## config.mk

```make
export PLATFORM = sky130hd
export DESIGN_NAME = cache_stage_flat
export DESIGN_NICKNAME = d
export VERILOG_FILES = /design/src/rtl/cache_stage_pkg.sv /design/src/rtl/cache_mem_if.sv /design/src/rtl/cache_stage_miss_fsm.sv /design/src/rtl/cache_stage.sv /design/src/flat_wrapper.sv
export SDC_FILE = /design/constraint.sdc
export NUM_CORES = 1
export LEC_CHECK = 0
export BUFFER_PORTS_ARGS = -buffer_cell sky130_fd_sc_hd__buf_2
export CORE_MARGIN = 5
export CORE_UTILIZATION = 45
export CTS_CLUSTER_SIZE = 25
export DETAILED_ROUTE_END_ITERATION = 10
export GPL_TIMING_DRIVEN = 0
export PLACE_DENSITY_LB_ADDON = 0.25
export SYNTH_ARGS = -nofsm -noshare
export SYNTH_HDL_FRONTEND = slang
export SYNTH_SLANG_ARGS = --single-unit
```

## constraint.sdc

```tcl
create_clock -name clk -period 3.6 [get_ports clk]
set_input_delay 0.54 -clock clk [delete_from_list [all_inputs] [get_ports clk]]
set_output_delay 0.54 -clock clk [all_outputs]
set_load 0.1 [all_outputs]
```

## src/rtl/cache_stage_pkg.sv

```systemverilog
// Shared definitions for the cache memory-access stage.
//   - load/store request encodings seen on i_ldSt_enable
//   - miss-handling FSM state encodings
//   - address, word and line widths
//   - packed layout of the registered stage output toward writeback
package cache_stage_pkg;

    localparam int ADDR_W     = 16;
    localparam int WORD_W     = 16;
    localparam int LINE_WORDS = 8;
    localparam int LINE_W     = 128;
    localparam int OFF_LSB    = 1;    // addr[0] is ignored (16-bit words)
    localparam int IDX_LSB    = 4;    // first index bit above the word offset

    // 2'b11 is not listed; it is decoded as "no access" by the stage.
    typedef enum logic [1:0] {
        LDST_NONE  = 2'b00,
        LDST_LOAD  = 2'b01,
        LDST_STORE = 2'b10
    } ldst_e;

    typedef enum logic [1:0] {
        ST_IDLE = 2'b00,
        ST_WB   = 2'b01,
        ST_FILL = 2'b10,
        ST_DONE = 2'b11
    } miss_state_e;

    // Everything the stage hands to writeback, latched as one register.
    typedef struct packed {
        logic [WORD_W-1:0] result;
        logic [2:0]        dest_reg;
        logic              we;
        logic [1:0]        bp;
        logic [2:0]        tail_rob;
        logic [ADDR_W-1:0] pc;
        logic [1:0]        ex_vector;
        logic              ticket_we;
    } stage_out_t;

    // Line-aligned memory address: clear the word offset and byte bits.
    function automatic logic [ADDR_W-1:0] line_base(input logic [ADDR_W-1:0] addr);
        return {addr[ADDR_W-1:IDX_LSB], {IDX_LSB{1'b0}}};
    endfunction

endpackage

```

## src/rtl/cache_mem_if.sv

```systemverilog
// Line-granular request/acknowledge port between the data cache and the
// next memory level.
//   mem_req   : request valid, held with address/we/wdata until mem_ack
//   mem_we    : 1 = write back a victim line, 0 = fetch a line
//   mem_addr  : line-aligned address (low four bits always zero)
//   mem_wdata : victim line for a write back
//   mem_ack   : one-cycle completion pulse from memory
//   mem_rdata : fetched line, valid in the mem_ack cycle
// master = cache side, slave = memory side.
interface cache_mem_if;
    import cache_stage_pkg::*;

    logic              mem_req;
    logic              mem_we;
    logic [ADDR_W-1:0] mem_addr;
    logic [LINE_W-1:0] mem_wdata;
    logic              mem_ack;
    logic [LINE_W-1:0] mem_rdata;

    modport master (
        output mem_req,
        output mem_we,
        output mem_addr,
        output mem_wdata,
        input  mem_ack,
        input  mem_rdata
    );

    modport slave (
        input  mem_req,
        input  mem_we,
        input  mem_addr,
        input  mem_wdata,
        output mem_ack,
        output mem_rdata
    );

endinterface

```

## src/rtl/cache_stage_miss_fsm.sv

```systemverilog
// Miss sequencer for the direct-mapped data cache.
// Decides stall, walks an optional victim write back followed by a line
// fill on the memory port, and tells the array owner when to install the
// fetched line.
// Ports:
//   clk, rst_n        clock, asynchronous active-low reset
//   i_access          a load/store that must touch the cache this cycle
//   i_hit             the indexed line is valid with a matching tag
//   i_victim_dirty    the indexed line holds modified data
//   i_victim_addr     line address of the current occupant of the index
//   i_fill_addr       line address of the requested data
//   i_victim_line     current contents of the indexed line
//   mem               memory port (cache side)
//   o_stall           pipeline must hold its inputs
//   o_fill_we         install mem_rdata into the indexed line this edge
//
// state   | meaning
// --------+----------------------------------------------------------
// IDLE    | no miss outstanding; a missing access raises stall now
// WB      | dirty victim being written back, waiting for mem_ack
// FILL    | requested line being fetched, waiting for mem_ack
// DONE    | line installed; access hits this cycle, stall released
module cache_miss_fsm
    import cache_stage_pkg::*;
(
    input  logic              clk,
    input  logic              rst_n,
    input  logic              i_access,
    input  logic              i_hit,
    input  logic              i_victim_dirty,
    input  logic [ADDR_W-1:0] i_victim_addr,
    input  logic [ADDR_W-1:0] i_fill_addr,
    input  logic [LINE_W-1:0] i_victim_line,
    cache_mem_if.master       mem,
    output logic              o_stall,
    output logic              o_fill_we
);

    miss_state_e       r_state;
    miss_state_e       w_next;
    logic              w_stall;
    logic              w_fill_we;
    logic              w_req;
    logic              w_we;
    logic [ADDR_W-1:0] w_addr;
    logic [LINE_W-1:0] w_wdata;

    always_ff @(posedge clk or negedge rst_n) begin
        if (!rst_n) begin
            r_state <= ST_IDLE;
        end else begin
            r_state <= w_next;
        end
    end

    // Request fields come straight from the held pipeline inputs and the
    // untouched victim entry, so they stay stable until mem_ack without
    // extra holding registers. A reset returns the state to IDLE, which
    // drops mem_req in the same instant.
    always_comb begin
        w_next    = r_state;
        w_stall   = 1'b0;
        w_fill_we = 1'b0;
        w_req     = 1'b0;
        w_we      = 1'b0;
        w_addr    = '0;
        w_wdata   = '0;
        unique case (r_state)
            ST_IDLE: begin
                if (i_access && !i_hit) begin
                    w_stall = 1'b1;
                    w_next  = i_victim_dirty ? ST_WB : ST_FILL;
                end
            end
            ST_WB: begin
                w_stall = 1'b1;
                w_req   = 1'b1;
                w_we    = 1'b1;
                w_addr  = i_victim_addr;
                w_wdata = i_victim_line;
                if (mem.mem_ack) begin
                    w_next = ST_FILL;
                end
            end
            ST_FILL: begin
                w_stall = 1'b1;
                w_req   = 1'b1;
                w_addr  = i_fill_addr;
                if (mem.mem_ack) begin
                    w_fill_we = 1'b1;
                    w_next    = ST_DONE;
                end
            end
            ST_DONE: begin
                w_next = ST_IDLE;
            end
            default: begin
                w_next = ST_IDLE;
            end
        endcase
    end

    assign mem.mem_req   = w_req;
    assign mem.mem_we    = w_we;
    assign mem.mem_addr  = w_addr;
    assign mem.mem_wdata = w_wdata;
    assign o_stall       = w_stall;
    assign o_fill_we     = w_fill_we;

endmodule

```

## src/rtl/cache_stage.sv

```systemverilog
// Memory-access pipeline stage behind the TLB lookup.
// Holds a direct-mapped, write-back, write-allocate data cache of LINES
// lines x 8 sixteen-bit words, performs loads/stores on hits, and registers
// the result plus forwarded control toward writeback. Misses are handed to
// cache_miss_fsm, which stalls the pipe while the line is exchanged.
// Ports:
//   clk, rst_n              clock, asynchronous active-low reset
//   i_enable_cache          output register enable from hazard control
//   i_tlblookup_result      physical address / ALU result
//   i_dataReg               store data
//   i_ldSt_enable           00 none, 01 load, 10 store, 11 none
//   i_ex_vector_input       nonzero: excepting instruction, no cache access
//   i_destReg_addr_input, i_we_input, i_bp_input, i_tail_rob_input,
//   i_pc_input, i_ticketWE_input   forwarded control
//   o_cache_result          load data for loads, else i_tlblookup_result
//   o_*_output              registered copies of the forwarded control
//   o_stall_cache           miss outstanding; upstream must hold inputs
//   mem                     line request port to the next memory level
// Address split: tag = addr[15:4+log2(LINES)], index = addr[3+log2(LINES):4],
// word offset = addr[3:1].
module cache_stage
    import cache_stage_pkg::*;
#(
    parameter int LINES = 4
) (
    input  logic              clk,
    input  logic              rst_n,
    input  logic              i_enable_cache,
    input  logic [ADDR_W-1:0] i_tlblookup_result,
    input  logic [WORD_W-1:0] i_dataReg,
    input  logic [1:0]        i_ldSt_enable,
    input  logic [2:0]        i_destReg_addr_input,
    input  logic              i_we_input,
    input  logic [1:0]        i_bp_input,
    input  logic [2:0]        i_tail_rob_input,
    input  logic [ADDR_W-1:0] i_pc_input,
    input  logic [1:0]        i_ex_vector_input,
    input  logic              i_ticketWE_input,
    output logic [WORD_W-1:0] o_cache_result,
    output logic [2:0]        o_destReg_addr_output,
    output logic              o_we_output,
    output logic [1:0]        o_bp_output,
    output logic [2:0]        o_tail_rob_output,
    output logic [ADDR_W-1:0] o_pc_output,
    output logic [1:0]        o_ex_vector_output,
    output logic              o_ticketWE_output,
    output logic              o_stall_cache,
    cache_mem_if.master       mem
);

    localparam int IDX_W = $clog2(LINES);
    localparam int TAG_W = ADDR_W - IDX_LSB - IDX_W;

    // Cache arrays. Only valid/dirty are reset; tags and data are
    // meaningless until their valid bit is set.
    logic [LINES-1:0]  r_valid;
    logic [LINES-1:0]  r_dirty;
    logic [TAG_W-1:0]  r_tag  [LINES];
    logic [LINE_W-1:0] r_data [LINES];

    stage_out_t        r_out;
    stage_out_t        w_out_next;

    logic [IDX_W-1:0]  w_idx;
    logic [TAG_W-1:0]  w_tag;
    logic [2:0]        w_off;
    logic              w_is_load;
    logic              w_is_store;
    logic              w_access;
    logic              w_hit;
    logic              w_victim_dirty;
    logic [LINE_W-1:0] w_line;
    logic [WORD_W-1:0] w_word;
    logic [ADDR_W-1:0] w_victim_addr;
    logic [ADDR_W-1:0] w_fill_addr;
    logic              w_stall;
    logic              w_fill_we;
    logic              w_store_commit;

    assign w_idx = i_tlblookup_result[IDX_LSB +: IDX_W];
    assign w_tag = i_tlblookup_result[ADDR_W-1 -: TAG_W];
    assign w_off = i_tlblookup_result[OFF_LSB +: 3];

    assign w_is_load  = (i_ldSt_enable == LDST_LOAD);
    assign w_is_store = (i_ldSt_enable == LDST_STORE);
    // Excepting instructions never touch the cache, so they can never stall.
    assign w_access   = (w_is_load || w_is_store) && (i_ex_vector_input == 2'b00);

    assign w_hit          = r_valid[w_idx] && (r_tag[w_idx] == w_tag);
    assign w_victim_dirty = r_valid[w_idx] && r_dirty[w_idx];
    assign w_line         = r_data[w_idx];
    assign w_word         = w_line[{w_off, 4'b0000} +: WORD_W];
    assign w_victim_addr  = {r_tag[w_idx], w_idx, 4'b0000};
    assign w_fill_addr    = line_base(i_tlblookup_result);

    // A store commits only on the edge where the output register also
    // advances; with enable low the whole access simply retries.
    assign w_store_commit = i_enable_cache && w_access && w_is_store && w_hit && !w_stall;

    cache_miss_fsm u_miss_fsm (
        .clk            (clk),
        .rst_n          (rst_n),
        .i_access       (w_access),
        .i_hit          (w_hit),
        .i_victim_dirty (w_victim_dirty),
        .i_victim_addr  (w_victim_addr),
        .i_fill_addr    (w_fill_addr),
        .i_victim_line  (w_line),
        .mem            (mem),
        .o_stall        (w_stall),
        .o_fill_we      (w_fill_we)
    );

    always_ff @(posedge clk or negedge rst_n) begin
        if (!rst_n) begin
            r_valid <= '0;
            r_dirty <= '0;
        end else if (w_fill_we) begin
            r_valid[w_idx] <= 1'b1;
            r_dirty[w_idx] <= 1'b0;
        end else if (w_store_commit) begin
            r_dirty[w_idx] <= 1'b1;
        end
    end

    always_ff @(posedge clk) begin
        if (w_fill_we) begin
            r_tag[w_idx]  <= w_tag;
            r_data[w_idx] <= mem.mem_rdata;
        end else if (w_store_commit) begin
            r_data[w_idx][{w_off, 4'b0000} +: WORD_W] <= i_dataReg;
        end
    end

    // While stalled the register takes an all-zero bubble so no write
    // enable reaches writeback before the access really completes.
    always_comb begin
        w_out_next = '0;
        if (!w_stall) begin
            w_out_next.result    = (w_access && w_is_load) ? w_word : i_tlblookup_result;
            w_out_next.dest_reg  = i_destReg_addr_input;
            w_out_next.we        = i_we_input;
            w_out_next.bp        = i_bp_input;
            w_out_next.tail_rob  = i_tail_rob_input;
            w_out_next.pc        = i_pc_input;
            w_out_next.ex_vector = i_ex_vector_input;
            w_out_next.ticket_we = i_ticketWE_input;
        end
    end

    always_ff @(posedge clk or negedge rst_n) begin
        if (!rst_n) begin
            r_out <= '0;
        end else if (i_enable_cache) begin
            r_out <= w_out_next;
        end
    end

    assign o_cache_result        = r_out.result;
    assign o_destReg_addr_output = r_out.dest_reg;
    assign o_we_output           = r_out.we;
    assign o_bp_output           = r_out.bp;
    assign o_tail_rob_output     = r_out.tail_rob;
    assign o_pc_output           = r_out.pc;
    assign o_ex_vector_output    = r_out.ex_vector;
    assign o_ticketWE_output     = r_out.ticket_we;
    assign o_stall_cache         = w_stall;

endmodule
```

## src/flat_wrapper.sv

```systemverilog
// flat-port wrapper written by rule: the top's interface ports become plain ports
module cache_stage_flat import cache_stage_pkg::*;
#(
    parameter int LINES = 4
)
  (clk, rst_n, i_enable_cache, i_tlblookup_result, i_dataReg, i_ldSt_enable, i_destReg_addr_input, i_we_input, i_bp_input, i_tail_rob_input, i_pc_input, i_ex_vector_input, i_ticketWE_input, o_cache_result, o_destReg_addr_output, o_we_output, o_bp_output, o_tail_rob_output, o_pc_output, o_ex_vector_output, o_ticketWE_output, o_stall_cache, mem_mem_req, mem_mem_we, mem_mem_addr, mem_mem_wdata, mem_mem_ack, mem_mem_rdata);
  cache_mem_if mem_i ();
  input  logic clk;
  input  logic rst_n;
  input  logic i_enable_cache;
  input  logic [ADDR_W-1:0] i_tlblookup_result;
  input  logic [WORD_W-1:0] i_dataReg;
  input  logic [1:0] i_ldSt_enable;
  input  logic [2:0] i_destReg_addr_input;
  input  logic i_we_input;
  input  logic [1:0] i_bp_input;
  input  logic [2:0] i_tail_rob_input;
  input  logic [ADDR_W-1:0] i_pc_input;
  input  logic [1:0] i_ex_vector_input;
  input  logic i_ticketWE_input;
  output logic [WORD_W-1:0] o_cache_result;
  output logic [2:0] o_destReg_addr_output;
  output logic o_we_output;
  output logic [1:0] o_bp_output;
  output logic [2:0] o_tail_rob_output;
  output logic [ADDR_W-1:0] o_pc_output;
  output logic [1:0] o_ex_vector_output;
  output logic o_ticketWE_output;
  output logic o_stall_cache;
  output wire logic [$bits(mem_i.mem_req)-1:0] mem_mem_req;
  output wire logic [$bits(mem_i.mem_we)-1:0] mem_mem_we;
  output wire logic [$bits(mem_i.mem_addr)-1:0] mem_mem_addr;
  output wire logic [$bits(mem_i.mem_wdata)-1:0] mem_mem_wdata;
  input wire logic [$bits(mem_i.mem_ack)-1:0] mem_mem_ack;
  input wire logic [$bits(mem_i.mem_rdata)-1:0] mem_mem_rdata;
  assign mem_mem_req = mem_i.mem_req;
  assign mem_mem_we = mem_i.mem_we;
  assign mem_mem_addr = mem_i.mem_addr;
  assign mem_mem_wdata = mem_i.mem_wdata;
  assign mem_i.mem_ack = mem_mem_ack;
  assign mem_i.mem_rdata = mem_mem_rdata;
  cache_stage #(.LINES(LINES)) u_core (.clk(clk), .rst_n(rst_n), .i_enable_cache(i_enable_cache), .i_tlblookup_result(i_tlblookup_result), .i_dataReg(i_dataReg), .i_ldSt_enable(i_ldSt_enable), .i_destReg_addr_input(i_destReg_addr_input), .i_we_input(i_we_input), .i_bp_input(i_bp_input), .i_tail_rob_input(i_tail_rob_input), .i_pc_input(i_pc_input), .i_ex_vector_input(i_ex_vector_input), .i_ticketWE_input(i_ticketWE_input), .o_cache_result(o_cache_result), .o_destReg_addr_output(o_destReg_addr_output), .o_we_output(o_we_output), .o_bp_output(o_bp_output), .o_tail_rob_output(o_tail_rob_output), .o_pc_output(o_pc_output), .o_ex_vector_output(o_ex_vector_output), .o_ticketWE_output(o_ticketWE_output), .o_stall_cache(o_stall_cache), .mem(mem_i));
endmodule
```

==> flow_summary.json <==
{
  "status": "complete, but fails checks",
  "violations": "capacitance limit, slew limit",
  "synthCells": 1536,
  "clock-root-buffer": "clkbuf_16",
  "tns_ns": 0,
  "n_fill_cell": 4718,
  "grt_first_pass_wirelength_um": 127000,
  "p_per_area_nw_per_um2": 729.9,
  "areaGrowthSynthToFinish_pct": 23.60,
  "ys_warn_count": 0,
  "grt_pass1_vias": 16860,
  "cts_buffers": 66,
  "ir_worst_vdd_v": 0.0009545,
  "synth.top_cells.by_count": "edfxtp_1, mux4_2, and2_1",
  "nNetsFinal": 2246,
  "wl_um": 92850,
  "setup_viol": 0,
  "drtPass1Iterations": 5,
  "synth_seq_cells": 606,
  "ys_seq_area_share_pct": 67.38,
  "holdBufCountCts": 0,
  "crit_type": "register to output pin",
  "fin_crit_sh_pct": 99.23,
  "synth-edff-count": 552,
  "use_met1_pct": 39.19,
  "use_met3_pct": 8.299,
  "clk_latency_ns": 0.61,
  "place_congestion": 0.9831,
  "path_clk_slew_ns": 0.06,
  "r2r-start": "u_core.u_miss_fsm.r_state[1]",
  "yosysUniqueCellTypes": 52,
  "start_util_pct": 45.25,
  "portBuffers": 377,
  "clk_path_buf_depth": 3,
  "vias": 17250,
  "cts.sinks": 606,
  "async_flop_share_pct": 8.911,
  "r2r_slack_ns": 0.11,
  "skew_ns": 0.02713,
  "synthTopCellsByArea": "edfxtp_1, mux4_2, dfrtp_1",
  "final_hold_viol_count": 0,
  "h-tree-depth": 3,
  "synth_most_common_cell": "edfxtp_1",
  "fin_crit_ns": 3.572,
  "yosysTopAreaCell": "edfxtp_1",
  "drive_gt1_share_pct": 43.91,
  "num_rows": 89,
  "coreArea_um2": 58800,
  "rsz0062_at_grt": "no",
  "antenna_left": 0,
  "cp-end-kind": "output pin",
  "io_pins": 385,
  "grt_max_degree": 55,
  "slew_violations": 22,
  "synth_top_area_share_pct": 62.30,
  "antenna_found_initial": 12,
  "busiest_layer": "met2",
  "postLayoutCellArea_um2": 32890,
  "drc": 0,
  "hpwl_um": 68470,
  "worst_pin_slew_ns": 1.580,
  "critPathLaunchType": "register",
  "p_leak_nw": 12.26,
  "place_area_um2": 29780,
  "synth_area_per_cell_um2": 17.32,
  "slew_headroom_pct": -5.305,
  "syn_area_um2": 26610,
  "r2r_cells": 10,
  "required_ns": 3.06,
  "hold_path.class": "input pin to async pin",
  "cap_violations": 2,
  "crit_path_max_fanout": 10,
  "wl_per_cell_um": 32.36,
  "fmax_ghz": 0.2799,
  "vias_per_cell": 6.013,
  "grt_usage_pct": 28.38,
  "die_x_um": 253.2,
  "die_area_um2": 64090,
  "cts_tree": "built",
  "critPathArrivalTime_ns": 3.03,
  "grtUsageMet2_pct": 44.51,
  "r2r-end": "u_core.r_data[3][105]",
  "whs_ns": 0.009329,
  "grt_overflow": 0,
  "die_h_um": 253.2,
  "synth_flop_cell": "edfxtp_1",
  "drt_iter0_drc": 1981
}
[worst max-delay path by stage]
stage	from	end	slack, ns	cells past startpoint
6_report	u_core.u_miss_fsm.r_state[1]	mem_mem_wdata[30]	0.03	6
5_1_grt	u_core.u_miss_fsm.r_state[1]	mem_mem_wdata[30]	0.002	6
4_1_cts	u_core.u_miss_fsm.r_state[0]	u_core.r_data[2][105]	0.0009	10
3_5_place_dp	i_tlblookup_result[5]	mem_mem_wdata[1]	-1.64	8
3_3_place_gp	i_tlblookup_result[5]	u_core.r_data[3][122]	-2.03	7
2_1_floorplan	i_tlblookup_result[5]	u_core.r_data[1][100]	-0.25	8
[cells in the final DEF (no fill, tap or decap), types with 14 or more instances in the layout]
cell | synthesis | final
o211ai_1 | 14 | 14
o21ai_0 | 22 | 22
mux4_2 | 144 | 144
dfrtp_1 | 54 | 54
buf_2 | 14 | 385
buf_12 | 0 | 25
mux2_2 | 71 | 71
a21oi_4 | 0 | 25
clkbuf_2 | 0 | 19
inv_1 | 80 | 80
o22ai_1 | 43 | 43
nand2_1 | 22 | 21
nand3_1 | 29 | 29
edfxtp_1 | 552 | 552
clkinv_2 | 0 | 18
clkbuf_16 | 0 | 69
a22oi_1 | 62 | 62
clkinv_1 | 1 | 14
nor2_1 | 15 | 15
and2_1 | 132 | 132
mux2_4 | 48 | 48
clkbuf_1 | 68 | 49
buf_4 | 4 | 43
[worst max-delay path, cell delays in order (launching register included)]
cell      delay [ns]
dfrtp_1         0.44
inv_1           0.14
ha_1            0.33
buf_4           0.37
clkbuf_2        0.34
and2_1          0.30
buf_2           0.48
[metal layers]
metal	part of all wire, %	routed length (um)
met3	11	10100
met5	0.061	57
met1	39	36320
met2	47	43470
met4	3.1	2910
[final cells by class]
| class | instances | area, um^2 | area share [%] |
|---|---|---|---|
| multi-input cells | 747 | 8298 | 25.23 |
| clock inverters | 40 | 306.5 | 0.9321 |
| well taps | 773 | 967.2 | 2.941 |
| clock buffers | 78 | 1770 | 5.383 |
| plain buffers | 105 | 581.8 | 1.769 |
| diodes | 3 | 7.507 | 0.02283 |
| inverters | 81 | 304.0 | 0.9245 |
| flip-flops and latches | 606 | 17930 | 54.51 |
| repair buffers | 436 | 2725 | 8.286 |
[cells by family after synthesis]
family          Yosys count  synth area share, %
mux                     278                18.49
fa+ha+maj                 9               0.4232
flops                   606                67.38
other cells               1              0.01409
compound gates          190                4.731
buf+inv                 186                2.944
simple gates            254                5.629
xor+xnor                 12               0.3950
[sequential cells by signal (all words and copies together), names as in the netlist, named ones only]
name / count
u_core.o_ex_vector_output: 2
u_core.r_data: 512
u_core.o_tail_rob_output: 3
u_core.o_destReg_addr_output: 3
u_core.r_valid: 4
u_core.o_pc_output: 16
u_core.u_miss_fsm.r_state: 2
u_core.o_cache_result: 16
u_core.o_bp_output: 2
u_core.r_tag: 40
u_core.o_we_output: 1
u_core.o_ticketWE_output: 1
[per-stage QoR]
| stage | std cells | utilization (%) | setup slack [ns] | power (mW) |
|---|---|---|---|---|
| 2_1_floorplan | 1539 | - | -0.2486 | 15.39 |
| 3_3_place_gp | 2689 | 50.35 | -2.033 | 17.28 |
| 3_5_place_dp | 2698 | 50.64 | -1.641 | 17.39 |
| 4_1_cts | 2853 | 55.65 | 0.0008655 | 24.02 |
| 5_1_grt | 2866 | 55.92 | 0.001568 | 24.68 |
| 6_report | 2869 | 55.94 | 0.02781 | 24.01 |
[where the power goes]
group	switching, mW	internal, mW	leakage, nW
Clock	2.75	3.75	1.03
Sequential	0.225	8.35	5.68
Combinational	7.26	1.67	5.55
[timing repair]
action,in CTS,in global routing
resized for setup,97,25
pin swaps,15,8
setup buffers,37,13
endpoints found under the setup margin,820,513
endpoints found under the hold margin,0,0
(Power assumes the default switching activity.)
